$ cat src/rtl/branch_resolve_if.sv
// Branch-kind encoding and the handshake/result bus of the execute-stage branch resolver.
package branch_resolve_pkg;
  typedef enum logic [2:0] {
    bk_beq     = 3'd0,
    bk_bne     = 3'd1,
    bk_blt     = 3'd2,
    bk_bge     = 3'd3,
    bk_bltu    = 3'd4,
    bk_bgeu    = 3'd5,
    bk_invalid = 3'd6
  } branch_kind_t;
endpackage

interface branch_resolve_if #(
  parameter int XLEN  = 32,
  parameter int CNT_W = 32
);
  import branch_resolve_pkg::*;

  logic             flush;
  logic             in_valid;
  logic             in_ready;
  branch_kind_t     in_kind;
  logic [XLEN-1:0]  in_pc;
  logic [XLEN-1:0]  in_rs1;
  logic [XLEN-1:0]  in_rs2;
  logic [XLEN-1:0]  in_imm;
  logic             out_valid;
  logic             out_ready;
  logic             out_taken;
  logic [XLEN-1:0]  out_target;
  logic [XLEN-1:0]  out_next_pc;
  logic             out_illegal;
  logic             out_misalign;
  logic             redirect_valid;
  logic [XLEN-1:0]  redirect_pc;
  logic [CNT_W-1:0] stat_branches;
  logic [CNT_W-1:0] stat_taken;

  modport master (
    output flush, in_valid, in_kind, in_pc, in_rs1, in_rs2, in_imm, out_ready,
    input  in_ready, out_valid, out_taken, out_target, out_next_pc, out_illegal,
           out_misalign, redirect_valid, redirect_pc, stat_branches, stat_taken
  );

  modport slave (
    input  flush, in_valid, in_kind, in_pc, in_rs1, in_rs2, in_imm, out_ready,
    output in_ready, out_valid, out_taken, out_target, out_next_pc, out_illegal,
           out_misalign, redirect_valid, redirect_pc, stat_branches, stat_taken
  );
endinterface

$ cat src/rtl/branch_resolve.sv
// RV32I execute-stage branch resolution: condition, target, fetch redirect, wrong-path shadow, stats.
// Optional feature macro: BRANCH_MISALIGN_TRAP_EN (trap taken branches with a non word-aligned target).
module branch_resolve
  import branch_resolve_pkg::*;
#(
  parameter int XLEN         = 32,
  parameter int SHADOW_SLOTS = 2,
  parameter int CNT_W        = 32
) (
  input logic            clk,
  input logic            rst,
  branch_resolve_if.slave bus
);

  localparam int              SC_W       = (SHADOW_SLOTS > 0) ? $clog2(SHADOW_SLOTS + 1) : 1;
  localparam logic [SC_W-1:0] SC_RELOAD  = SC_W'(SHADOW_SLOTS);
  localparam logic [SC_W-1:0] SC_ONE     = SC_W'(32'd1);
  localparam logic [SC_W-1:0] SC_ZERO    = SC_W'(32'd0);
  localparam logic [XLEN-1:0] PC_STEP    = XLEN'(32'd4);
  localparam logic [CNT_W-1:0] CNT_ONE   = CNT_W'(32'd1);
  localparam bit              HAS_SHADOW = (SHADOW_SLOTS > 0);

  typedef enum logic [0:0] {
    ST_RUN    = 1'b0,
    ST_SHADOW = 1'b1
  } state_t;

  state_t           r_state;
  state_t           w_state_nx;
  logic [SC_W-1:0]  r_shadow_cnt;
  logic [SC_W-1:0]  w_shadow_cnt_nx;

  logic             r_out_valid;
  logic             r_taken;
  logic             r_illegal;
  logic             r_misalign;
  logic [XLEN-1:0]  r_target;
  logic [XLEN-1:0]  r_next_pc;
  logic [CNT_W-1:0] r_stat_branches;
  logic [CNT_W-1:0] r_stat_taken;

  logic             w_in_ready;
  logic             w_accept;
  logic             w_deliver;
  logic             w_redirect;
  logic             w_load;
  logic             w_eq;
  logic             w_lt_s;
  logic             w_lt_u;
  logic             w_cond;
  logic             w_illegal;
  logic             w_misalign;
  logic             w_taken;
  logic [XLEN-1:0]  w_target;
  logic [XLEN-1:0]  w_next_pc;

  assign w_eq      = (bus.in_rs1 == bus.in_rs2);
  assign w_lt_s    = ($signed(bus.in_rs1) < $signed(bus.in_rs2));
  assign w_lt_u    = (bus.in_rs1 < bus.in_rs2);
  assign w_target  = bus.in_pc + bus.in_imm;
  assign w_next_pc = bus.in_pc + PC_STEP;

  // Branch condition for the incoming op; unknown encodings are reported illegal and never taken.
  always_comb begin
    w_cond    = 1'b0;
    w_illegal = 1'b0;
    case (bus.in_kind)
      bk_beq:     w_cond = w_eq;
      bk_bne:     w_cond = !w_eq;
      bk_blt:     w_cond = w_lt_s;
      bk_bge:     w_cond = !w_lt_s;
      bk_bltu:    w_cond = w_lt_u;
      bk_bgeu:    w_cond = !w_lt_u;
      bk_invalid: w_illegal = 1'b1;
      default:    w_illegal = 1'b1;
    endcase
  end

`ifdef BRANCH_MISALIGN_TRAP_EN
  assign w_misalign = w_cond && (w_target[1:0] != 2'b00);
`else
  assign w_misalign = 1'b0;
`endif
  // A trapped branch is reported as not taken, so it neither redirects nor opens a shadow.
  assign w_taken = w_cond && !w_misalign;

  assign w_in_ready = !r_out_valid || bus.out_ready;
  assign w_accept   = bus.in_valid && w_in_ready;
  assign w_deliver  = r_out_valid && bus.out_ready;
  assign w_redirect = w_deliver && r_taken && !bus.flush;
  assign w_load     = w_accept && (r_state == ST_RUN) && !bus.flush;

  // Result holding register: loads on a resolved accept, clears on delivery or flush.
  always_ff @(posedge clk or posedge rst) begin
    if (rst) begin
      r_out_valid <= 1'b0;
      r_taken     <= 1'b0;
      r_illegal   <= 1'b0;
      r_misalign  <= 1'b0;
      r_target    <= '0;
      r_next_pc   <= '0;
    end else if (bus.flush) begin
      r_out_valid <= 1'b0;
    end else if (w_load) begin
      r_out_valid <= 1'b1;
      r_taken     <= w_taken;
      r_illegal   <= w_illegal;
      r_misalign  <= w_misalign;
      r_target    <= w_target;
      r_next_pc   <= w_next_pc;
    end else if (w_deliver) begin
      r_out_valid <= 1'b0;
    end
  end

  // Shadow FSM state register.
  always_ff @(posedge clk or posedge rst) begin
    if (rst) begin
      r_state      <= ST_RUN;
      r_shadow_cnt <= SC_ZERO;
    end else begin
      r_state      <= w_state_nx;
      r_shadow_cnt <= w_shadow_cnt_nx;
    end
  end

  // Shadow FSM next state: a redirect reloads the slot count even if a shadow is already running.
  always_comb begin
    w_state_nx      = r_state;
    w_shadow_cnt_nx = r_shadow_cnt;
    if (bus.flush) begin
      w_state_nx      = ST_RUN;
      w_shadow_cnt_nx = SC_ZERO;
    end else if (w_redirect && HAS_SHADOW) begin
      w_state_nx      = ST_SHADOW;
      w_shadow_cnt_nx = SC_RELOAD;
    end else begin
      case (r_state)
        ST_RUN: begin
          w_state_nx = ST_RUN;
        end
        ST_SHADOW: begin
          if (w_accept) begin
            w_shadow_cnt_nx = r_shadow_cnt - SC_ONE;
            if (r_shadow_cnt == SC_ONE) begin
              w_state_nx = ST_RUN;
            end else begin
              w_state_nx = ST_SHADOW;
            end
          end else begin
            w_state_nx = ST_SHADOW;
          end
        end
        default: begin
          w_state_nx      = ST_RUN;
          w_shadow_cnt_nx = SC_ZERO;
        end
      endcase
    end
  end

  // Delivery statistics; they survive flush and wrap naturally.
  always_ff @(posedge clk or posedge rst) begin
    if (rst) begin
      r_stat_branches <= '0;
      r_stat_taken    <= '0;
    end else if (w_deliver) begin
      r_stat_branches <= r_stat_branches + CNT_ONE;
      if (r_taken) begin
        r_stat_taken <= r_stat_taken + CNT_ONE;
      end
    end
  end

  assign bus.in_ready       = w_in_ready;
  assign bus.out_valid      = r_out_valid;
  assign bus.out_taken      = r_taken;
  assign bus.out_target     = r_target;
  assign bus.out_next_pc    = r_next_pc;
  assign bus.out_illegal    = r_illegal;
  assign bus.out_misalign   = r_misalign;
  assign bus.redirect_valid = w_redirect;
  assign bus.redirect_pc    = r_target;
  assign bus.stat_branches  = r_stat_branches;
  assign bus.stat_taken     = r_stat_taken;

endmodule
$ cat src/flat_wrapper.sv
// flat-port wrapper written by rule: the top's interface ports become plain ports
module branch_resolve_flat import branch_resolve_pkg::*;
#(
  parameter int XLEN         = 32,
  parameter int SHADOW_SLOTS = 2,
  parameter int CNT_W        = 32
)
  (clk, rst, bus_flush, bus_in_valid, bus_in_kind, bus_in_pc, bus_in_rs1, bus_in_rs2, bus_in_imm, bus_out_ready, bus_in_ready, bus_out_valid, bus_out_taken, bus_out_target, bus_out_next_pc, bus_out_illegal, bus_out_misalign, bus_redirect_valid, bus_redirect_pc, bus_stat_branches, bus_stat_taken);
  branch_resolve_if #(.XLEN(XLEN), .CNT_W(CNT_W)) bus_i ();
  input logic clk;
  input logic rst;
  input wire logic [$bits(bus_i.flush)-1:0] bus_flush;
  input wire logic [$bits(bus_i.in_valid)-1:0] bus_in_valid;
  input wire logic [$bits(bus_i.in_kind)-1:0] bus_in_kind;
  input wire logic [$bits(bus_i.in_pc)-1:0] bus_in_pc;
  input wire logic [$bits(bus_i.in_rs1)-1:0] bus_in_rs1;
  input wire logic [$bits(bus_i.in_rs2)-1:0] bus_in_rs2;
  input wire logic [$bits(bus_i.in_imm)-1:0] bus_in_imm;
  input wire logic [$bits(bus_i.out_ready)-1:0] bus_out_ready;
  output wire logic [$bits(bus_i.in_ready)-1:0] bus_in_ready;
  output wire logic [$bits(bus_i.out_valid)-1:0] bus_out_valid;
  output wire logic [$bits(bus_i.out_taken)-1:0] bus_out_taken;
  output wire logic [$bits(bus_i.out_target)-1:0] bus_out_target;
  output wire logic [$bits(bus_i.out_next_pc)-1:0] bus_out_next_pc;
  output wire logic [$bits(bus_i.out_illegal)-1:0] bus_out_illegal;
  output wire logic [$bits(bus_i.out_misalign)-1:0] bus_out_misalign;
  output wire logic [$bits(bus_i.redirect_valid)-1:0] bus_redirect_valid;
  output wire logic [$bits(bus_i.redirect_pc)-1:0] bus_redirect_pc;
  output wire logic [$bits(bus_i.stat_branches)-1:0] bus_stat_branches;
  output wire logic [$bits(bus_i.stat_taken)-1:0] bus_stat_taken;
  assign bus_i.flush = bus_flush;
  assign bus_i.in_valid = bus_in_valid;
  assign bus_i.in_kind = bus_in_kind;
  assign bus_i.in_pc = bus_in_pc;
  assign bus_i.in_rs1 = bus_in_rs1;
  assign bus_i.in_rs2 = bus_in_rs2;
  assign bus_i.in_imm = bus_in_imm;
  assign bus_i.out_ready = bus_out_ready;
  assign bus_in_ready = bus_i.in_ready;
  assign bus_out_valid = bus_i.out_valid;
  assign bus_out_taken = bus_i.out_taken;
  assign bus_out_target = bus_i.out_target;
  assign bus_out_next_pc = bus_i.out_next_pc;
  assign bus_out_illegal = bus_i.out_illegal;
  assign bus_out_misalign = bus_i.out_misalign;
  assign bus_redirect_valid = bus_i.redirect_valid;
  assign bus_redirect_pc = bus_i.redirect_pc;
  assign bus_stat_branches = bus_i.stat_branches;
  assign bus_stat_taken = bus_i.stat_taken;
  branch_resolve #(.XLEN(XLEN), .SHADOW_SLOTS(SHADOW_SLOTS), .CNT_W(CNT_W)) u_core (.clk(clk), .rst(rst), .bus(bus_i));
endmodule
$ cat config.mk
export PLATFORM = sky130hd
export DESIGN_NAME = branch_resolve_flat
export DESIGN_NICKNAME = d
export VERILOG_FILES = /design/src/rtl/branch_resolve_if.sv /design/src/rtl/branch_resolve.sv /design/src/flat_wrapper.sv
export SDC_FILE = /design/constraint.sdc
export NUM_CORES = 1
export LEC_CHECK = 0
export BUFFER_PORTS_ARGS = -buffer_cell sky130_fd_sc_hd__buf_2
export CORE_MARGIN = 1
export CORE_UTILIZATION = 47
export CTS_BUF_LIST = sky130_fd_sc_hd__clkbuf_2
export DETAILED_ROUTE_END_ITERATION = 10
export PLACE_DENSITY = 0.83
export SETUP_SLACK_MARGIN = 0.02
export SYNTH_ARGS = -nofsm -noshare
export SYNTH_HDL_FRONTEND = slang
export SYNTH_SLANG_ARGS = --single-unit
$ cat constraint.sdc
create_clock -name clk -period 5.5 [get_ports clk]
set_input_delay 1.65 -clock clk [delete_from_list [all_inputs] [get_ports clk]]
set_output_delay 1.65 -clock clk [all_outputs]
set_load 0.005 [all_outputs]
==> results of run 1 <==
power by group:
group	leakage (nW)	total, mW	internal (mW)	switching, mW
clock	0.142	0.615	0.214	0.400
combinational	3.53	0.713	0.341	0.372
sequential	1.74	1.23	1.11	0.113
total	5.42	2.56	1.67	0.886
routing by layer:
layer / vias up / global-route usage [%] / part of all wire [%]
li1: 3654 / - / -
met1: 3501 / 28.9 / 43
met4: 2 / 9.55 / 2.6
met2: 243 / 40.1 / 48
met5: - / 0 / 0.060
met3: 49 / 5.31 / 5.5
cell type report:
cell class / instances / area (um^2)
Clock buffer: 18 / 90.1
Timing Repair Buffer: 302 / 1520
Multi-Input combinational cell: 678 / 4540
Sequential cell: 134 / 3350
Clock inverter: 14 / 150
Tap cell: 225 / 282
Inverter: 47 / 181
Fill cell: 1570 / 7240
Antenna cell: 1 / 2.50
cell usage in the layout, fill, tap and decap left out, types with 3 or more instances in the layout:
master	count
a211oi_1	5
a21o_1	21
a21oi_1	30
a31oi_1	3
and2_1	4
and3_1	17
and4_1	10
buf_2	300
clkbuf_2	18
clkinv_2	3
clkinvlp_4	3
dfrtp_1	134
ha_1	67
inv_1	46
inv_6	5
mux2i_1	3
nand2_1	127
nand2b_1	7
nand3_1	42
nand4_1	25
nor2_1	47
nor2_2	3
nor2b_1	7
nor3_1	13
o211ai_1	3
o21ai_0	67
o21ai_1	11
o21bai_1	4
or2_2	3
or3_1	3
xnor2_1	75
xor2_1	46
stage by stage:
stage | cell area, um^2 | setup WS (ps) | utilization, % | std cells | hold WS, ps
after CTS | 10100 | 1570 | 58.3 | 1418 | 479
after global placement | 9880 | 1330 | 56.9 | 1386 | 447
final | 10100 | 1580 | 58.3 | 1419 | 475
after floorplan | 8390 | 267 | - | 912 | 463
after global routing | 10100 | 1490 | 58.3 | 1418 | 503
after detailed placement | 9880 | 1280 | 56.9 | 1386 | 452
cells by family after synthesis:
group	share of synthesized area, %
AND/OR/NAND/NOR	17.8
AO/OA/AOI/OAI	12.7
flip-flops	40.0
XOR/XNOR	12.6
buffers and inverters	5.98
adder cells (fa/ha/maj)	10.2
multiplexers	0.626
other	0.0447
worst paths after layout:
check | from | to | slack, ps | depth (start not counted)
max in group asynchronous | rst | u_core.bus.stat_branches[28] | 3420 | 3
max reg2reg | u_core.bus.stat_branches[3] | u_core.bus.stat_branches[26] | 2990 | 9
max | bus_out_ready | bus_redirect_valid | 1580 | 4
min | u_core.bus.stat_branches[31] | u_core.bus.stat_branches[31] | 470 | 1
min in group asynchronous | rst | u_core.bus.out_next_pc[22] | 1100 | 2
min reg2reg | u_core.bus.stat_branches[31] | u_core.bus.stat_branches[31] | 470 | 1
registers in the layout, indices dropped and copies added, names as in the netlist:
| register | cells |
|---|---|
| u_core.bus.out_next_pc | 32 |
| u_core.bus.out_target | 32 |
| u_core.bus.stat_branches | 32 |
| u_core.bus.stat_taken | 32 |
| u_core.r_shadow_cnt | 2 |
| u_core.bus.out_illegal | 1 |
| u_core.bus.out_taken | 1 |
| u_core.bus.out_valid | 1 |
| u_core.r_state | 1 |
==> impl_metrics.toml, run 1 <==
[run_status]
status = "finished clean"

[sta]
min_period_ps = 3920
finalHoldViolations = 0
setup_tns_ps = 0
worstMarginPinSlew_ps = 968
max_freq_mhz = 255
setup_viol = 0
slew_violations = 0
finalClockSkew_ps = 21.1
timing.slew.headroom_pct = 35.5
fin_crit_sh_pct = 71.2
rsz0062_at_grt = "false"

[cells_and_area]
area_growth_pct = 20.6
num-nets-final = 1384
drive_gt1_share_pct = 29.9

[placement]
gp_congestion = 0.898
dp.final_hpwl_mm = 17.0
io_buffers = 300

[cts]
cts_sinks = 134
cts-htree-levels = 4
root_buffer = "clkbuf_2"
clock_latency_ps = 710
clockBufferDepth = 2
cts_tree = "done"
post_cts_buffers = 0
cts-hold-fix-buffers = 0
cts_buffers = 17
clkTransAtPathRegs_ps = 190
ctsResizeCount = 0

[route]
routed_via_density = 5.25
dr.pass1.iters = 5
wire_per_inst_um = 15.2
via_count = 7449
drc = 0
detail-route-antenna-nets = 0
route.final.wire_length_mm = 21.6
drtIter0Drc = 269

[setup_path]
cp.arrival_ps = 2270
endpoint_kind = "output pin"
critPathMaxFanout = 5
path_common_cell = "buf_2"
cp_cell_sequence = "buf_2 > nand3_1 > nor2_1 > buf_2"
cp_top_family = "simple AND/OR/NAND/NOR gates"
path_buf_inv = 2
worst-setup-path-type = "input pin to output pin"
slowest_stage = "nand3_1"
cp.required_ps = 3850
critical_path.max_stage_delay_ps = 220
startpoint_type = "input pin"

[floorplanning]
die_area_mm2 = 0.0184
die_w_um = 136
die_height_um = 136
num_rows = 48
pin_count = 302
coreArea_mm2 = 0.0174
start_util_pct = 48.3

[run]
drv_cap = 0

[synthesis]
netlist.area_leader.share_pct = 40.0
synthArstFlopShare_pct = 100
synth_edf_count = 0
synth-seq-cells = 134
synth_fp_nets = 1116
yosys_warnings = 0
synth_ff_type = "dfrtp_1"
synth_largest_area_cell = "dfrtp_1"
seq_area_frac_synth_pct = 40.0
yosysMostFrequentCell = "dfrtp_1"
synth_common_cells = "dfrtp_1, nand2_1, xnor2_1"
postSynthCellCount = 912
synth_area_per_cell_um2 = 9.20
synth_cell_types = 59
syn_area_mm2 = 0.00839
ys_top_cells_by_area = "dfrtp_1, ha_1, xnor2_1, nand2_1, xor2_1"

[global_routing]
grt_pass1_vias = 7093
antenna_found_initial = 2
grt_max_degree = 104
gr-total-overflow = 0
grt_pass1_wl_mm = 33.9
track_usage_pct = 23.6

[power]
finalPower_mw = 2.56
power.leakage_nw = 5.42
ir_drop_mv = 0.144
p_per_area_mw_per_mm2 = 253

[hold_path]
hold_path_class = "flip-flop to flip-flop"
No activity file was read; power rests on OpenSTA's default activity.
==> run 2, diff against run 1 <==
ABC_AREA = 1   (was not set)
CORE_UTILIZATION = 53   (was 47)
PLACE_DENSITY = 0.87   (was 0.83)
clock period = 3.79 ns   (was 5.5 ns; I/O delays follow)
==> impl_metrics.toml, run 2 <==
[cts]
cts_buffers = 17
cts-hold-fix-buffers = 0
root_buffer = "clkbuf_2"
post_cts_buffers = 0
cts_sinks = 134
clkTransAtPathRegs_ps = 210
cts-htree-levels = 4
clockBufferDepth = 2
cts_tree = "done"
clock_latency_ps = 740
ctsResizeCount = 0

[synthesis]
synth_fp_nets = 1447
synth-seq-cells = 134
yosysMostFrequentCell = "nand2_1"
synth_common_cells = "nand2_1, inv_1, dfrtp_1"
synth_area_per_cell_um2 = 7.57
synth_largest_area_cell = "dfrtp_1"
synth_cell_types = 48
synth_edf_count = 0
netlist.area_leader.share_pct = 35.6
yosys_warnings = 0
ys_top_cells_by_area = "dfrtp_1, nand2_1, ha_1, inv_1, xor2_1"
postSynthCellCount = 1243
seq_area_frac_synth_pct = 35.6
synthArstFlopShare_pct = 100
synth_ff_type = "dfrtp_1"
syn_area_mm2 = 0.00941

[setup_path]
cp_cell_sequence = "buf_2 > nand2_2 > clkinv_2 > nand2_4 > nor2_1 > buf_2"
slowest_stage = "nand2_4"
startpoint_type = "input pin"
r2r_cells = 9
critPathMaxFanout = 11
critical_path.max_stage_delay_ps = 170
path_common_cell = "buf_2"
cp.required_ps = 2650
cp.arrival_ps = 1920
r2r-end = "u_core.bus.stat_branches[30]"
endpoint_kind = "output pin"
reg2reg_from = "u_core.bus.stat_branches[1]"
worst-setup-path-type = "input pin to output pin"
ff2ff_setup_slack_ps = 1820

[sta]
min_period_ps = 3060
finalClockSkew_ps = 48.7
setup_viol = 0
timing.slew.headroom_pct = 42.7
finalHoldViolations = 0
max_freq_mhz = 327
setup_tns_ps = 0
rsz0062_at_grt = "false"
fin_crit_sh_pct = 80.7
worstMarginPinSlew_ps = 857
slew_violations = 0

[power]
ir_drop_mv = 0.221
p_per_area_mw_per_mm2 = 344
finalPower_mw = 3.85
power.leakage_nw = 6.33

[floorplanning]
num_rows = 48
pin_count = 302
die_w_um = 135
die_height_um = 135
coreArea_mm2 = 0.0173
start_util_pct = 54.4
die_area_mm2 = 0.0183

[route]
detail-route-antenna-nets = 0
route.final.wire_length_mm = 28.9
drtIter0Drc = 730
dr.pass1.iters = 8
drc = 0
via_count = 9562
wire_per_inst_um = 16.5
routed_via_density = 5.44

[global_routing]
globalRouteMet2Util_pct = 54.1
use_met1_pct = 41.1
antenna_found_initial = 1
gr-total-overflow = 0
grt_max_degree = 56
grt_pass1_wl_mm = 45.5
busiest_layer = "met2"
met3_usage_pct = 6.58
grt_pass1_vias = 9120
track_usage_pct = 32.4

[cells_and_area]
num-nets-final = 1724
layout_commonest_cell = "nand2_1"
final_cell_mix = "nand2_1, buf_2, inv_1"
drive_gt1_share_pct = 24.4
area_growth_pct = 19.0

[run]
drv_cap = 0

[placement]
dp.final_hpwl_mm = 23.6
io_buffers = 300
gp_congestion = 1.13

[hold_path]
hold_path_class = "flip-flop to flip-flop"
min_path_cells = 1
min_from = "u_core.bus.stat_taken[31]"
whs_endpoint = "u_core.bus.stat_taken[31]"

[run_status]
status = "finished clean"
-- run 2: final cells by class --
type	instances	area [um^2]
inverters	157	594
fillers	1518	6100
well taps	225	282
clock buffers	17	85.1
multi-input cells	904	5160
flip-flops and latches	134	3350
diodes	1	2.50
clock inverters	14	150
repair buffers	306	1570
-- run 2: per-stage QoR --
step | cells | hold WS, ps | area [um^2] | util, % | setup slack [ps]
global placement | 1726 | 452 | 11000 | 63.3 | 584
finish | 1758 | 492 | 11200 | 64.7 | 732
global route | 1758 | 515 | 11200 | 64.7 | 645
CTS | 1757 | 487 | 11200 | 64.7 | 726
detailed placement | 1726 | 458 | 11000 | 63.3 | 524
floorplan | 1243 | 465 | 9410 | - | 890
-- run 2: metal layers --
metal,vias to the layer above,part of all wire (%),wire [um]
met2,468,47,13700
met4,0,3.1,884
met3,73,8.3,2420
li1,4554,-,-
met1,4467,41,12000
met5,-,0,0
-- run 2: critical path: cells and delay by family --
family        cells  cell delay, ps
simple gates      3             400
buf+inv           3             390
-- run 2: worst max path at each step --
stage,start,end,depth (start not counted)
4_1_cts,bus_out_ready,bus_redirect_valid,6
2_1_floorplan,bus_in_imm[0],u_core.bus.out_target[24],13
5_1_grt,u_core.bus.out_valid,bus_redirect_valid,5
6_report,bus_out_ready,bus_redirect_valid,6
3_3_place_gp,bus_in_pc[0],u_core.bus.out_target[30],14
3_5_place_dp,bus_in_pc[2],u_core.bus.out_target[19],11
-- run 2: kinds of logic after synthesis --
kind of cell,count (synthesis),synth area share [%]
XOR/XNOR,92,8.57
flip-flops,134,35.6
AO/OA/AOI/OAI,148,8.34
buffers and inverters,205,9.60
other,1,0.0399
AND/OR/NAND/NOR,595,28.7
adder cells (fa/ha/maj),68,9.12
-- run 2: power breakdown --
part / switching (mW) / internal [mW]
clock: 0.594 / 0.303
sequential: 0.179 / 1.62
combinational: 0.670 / 0.486
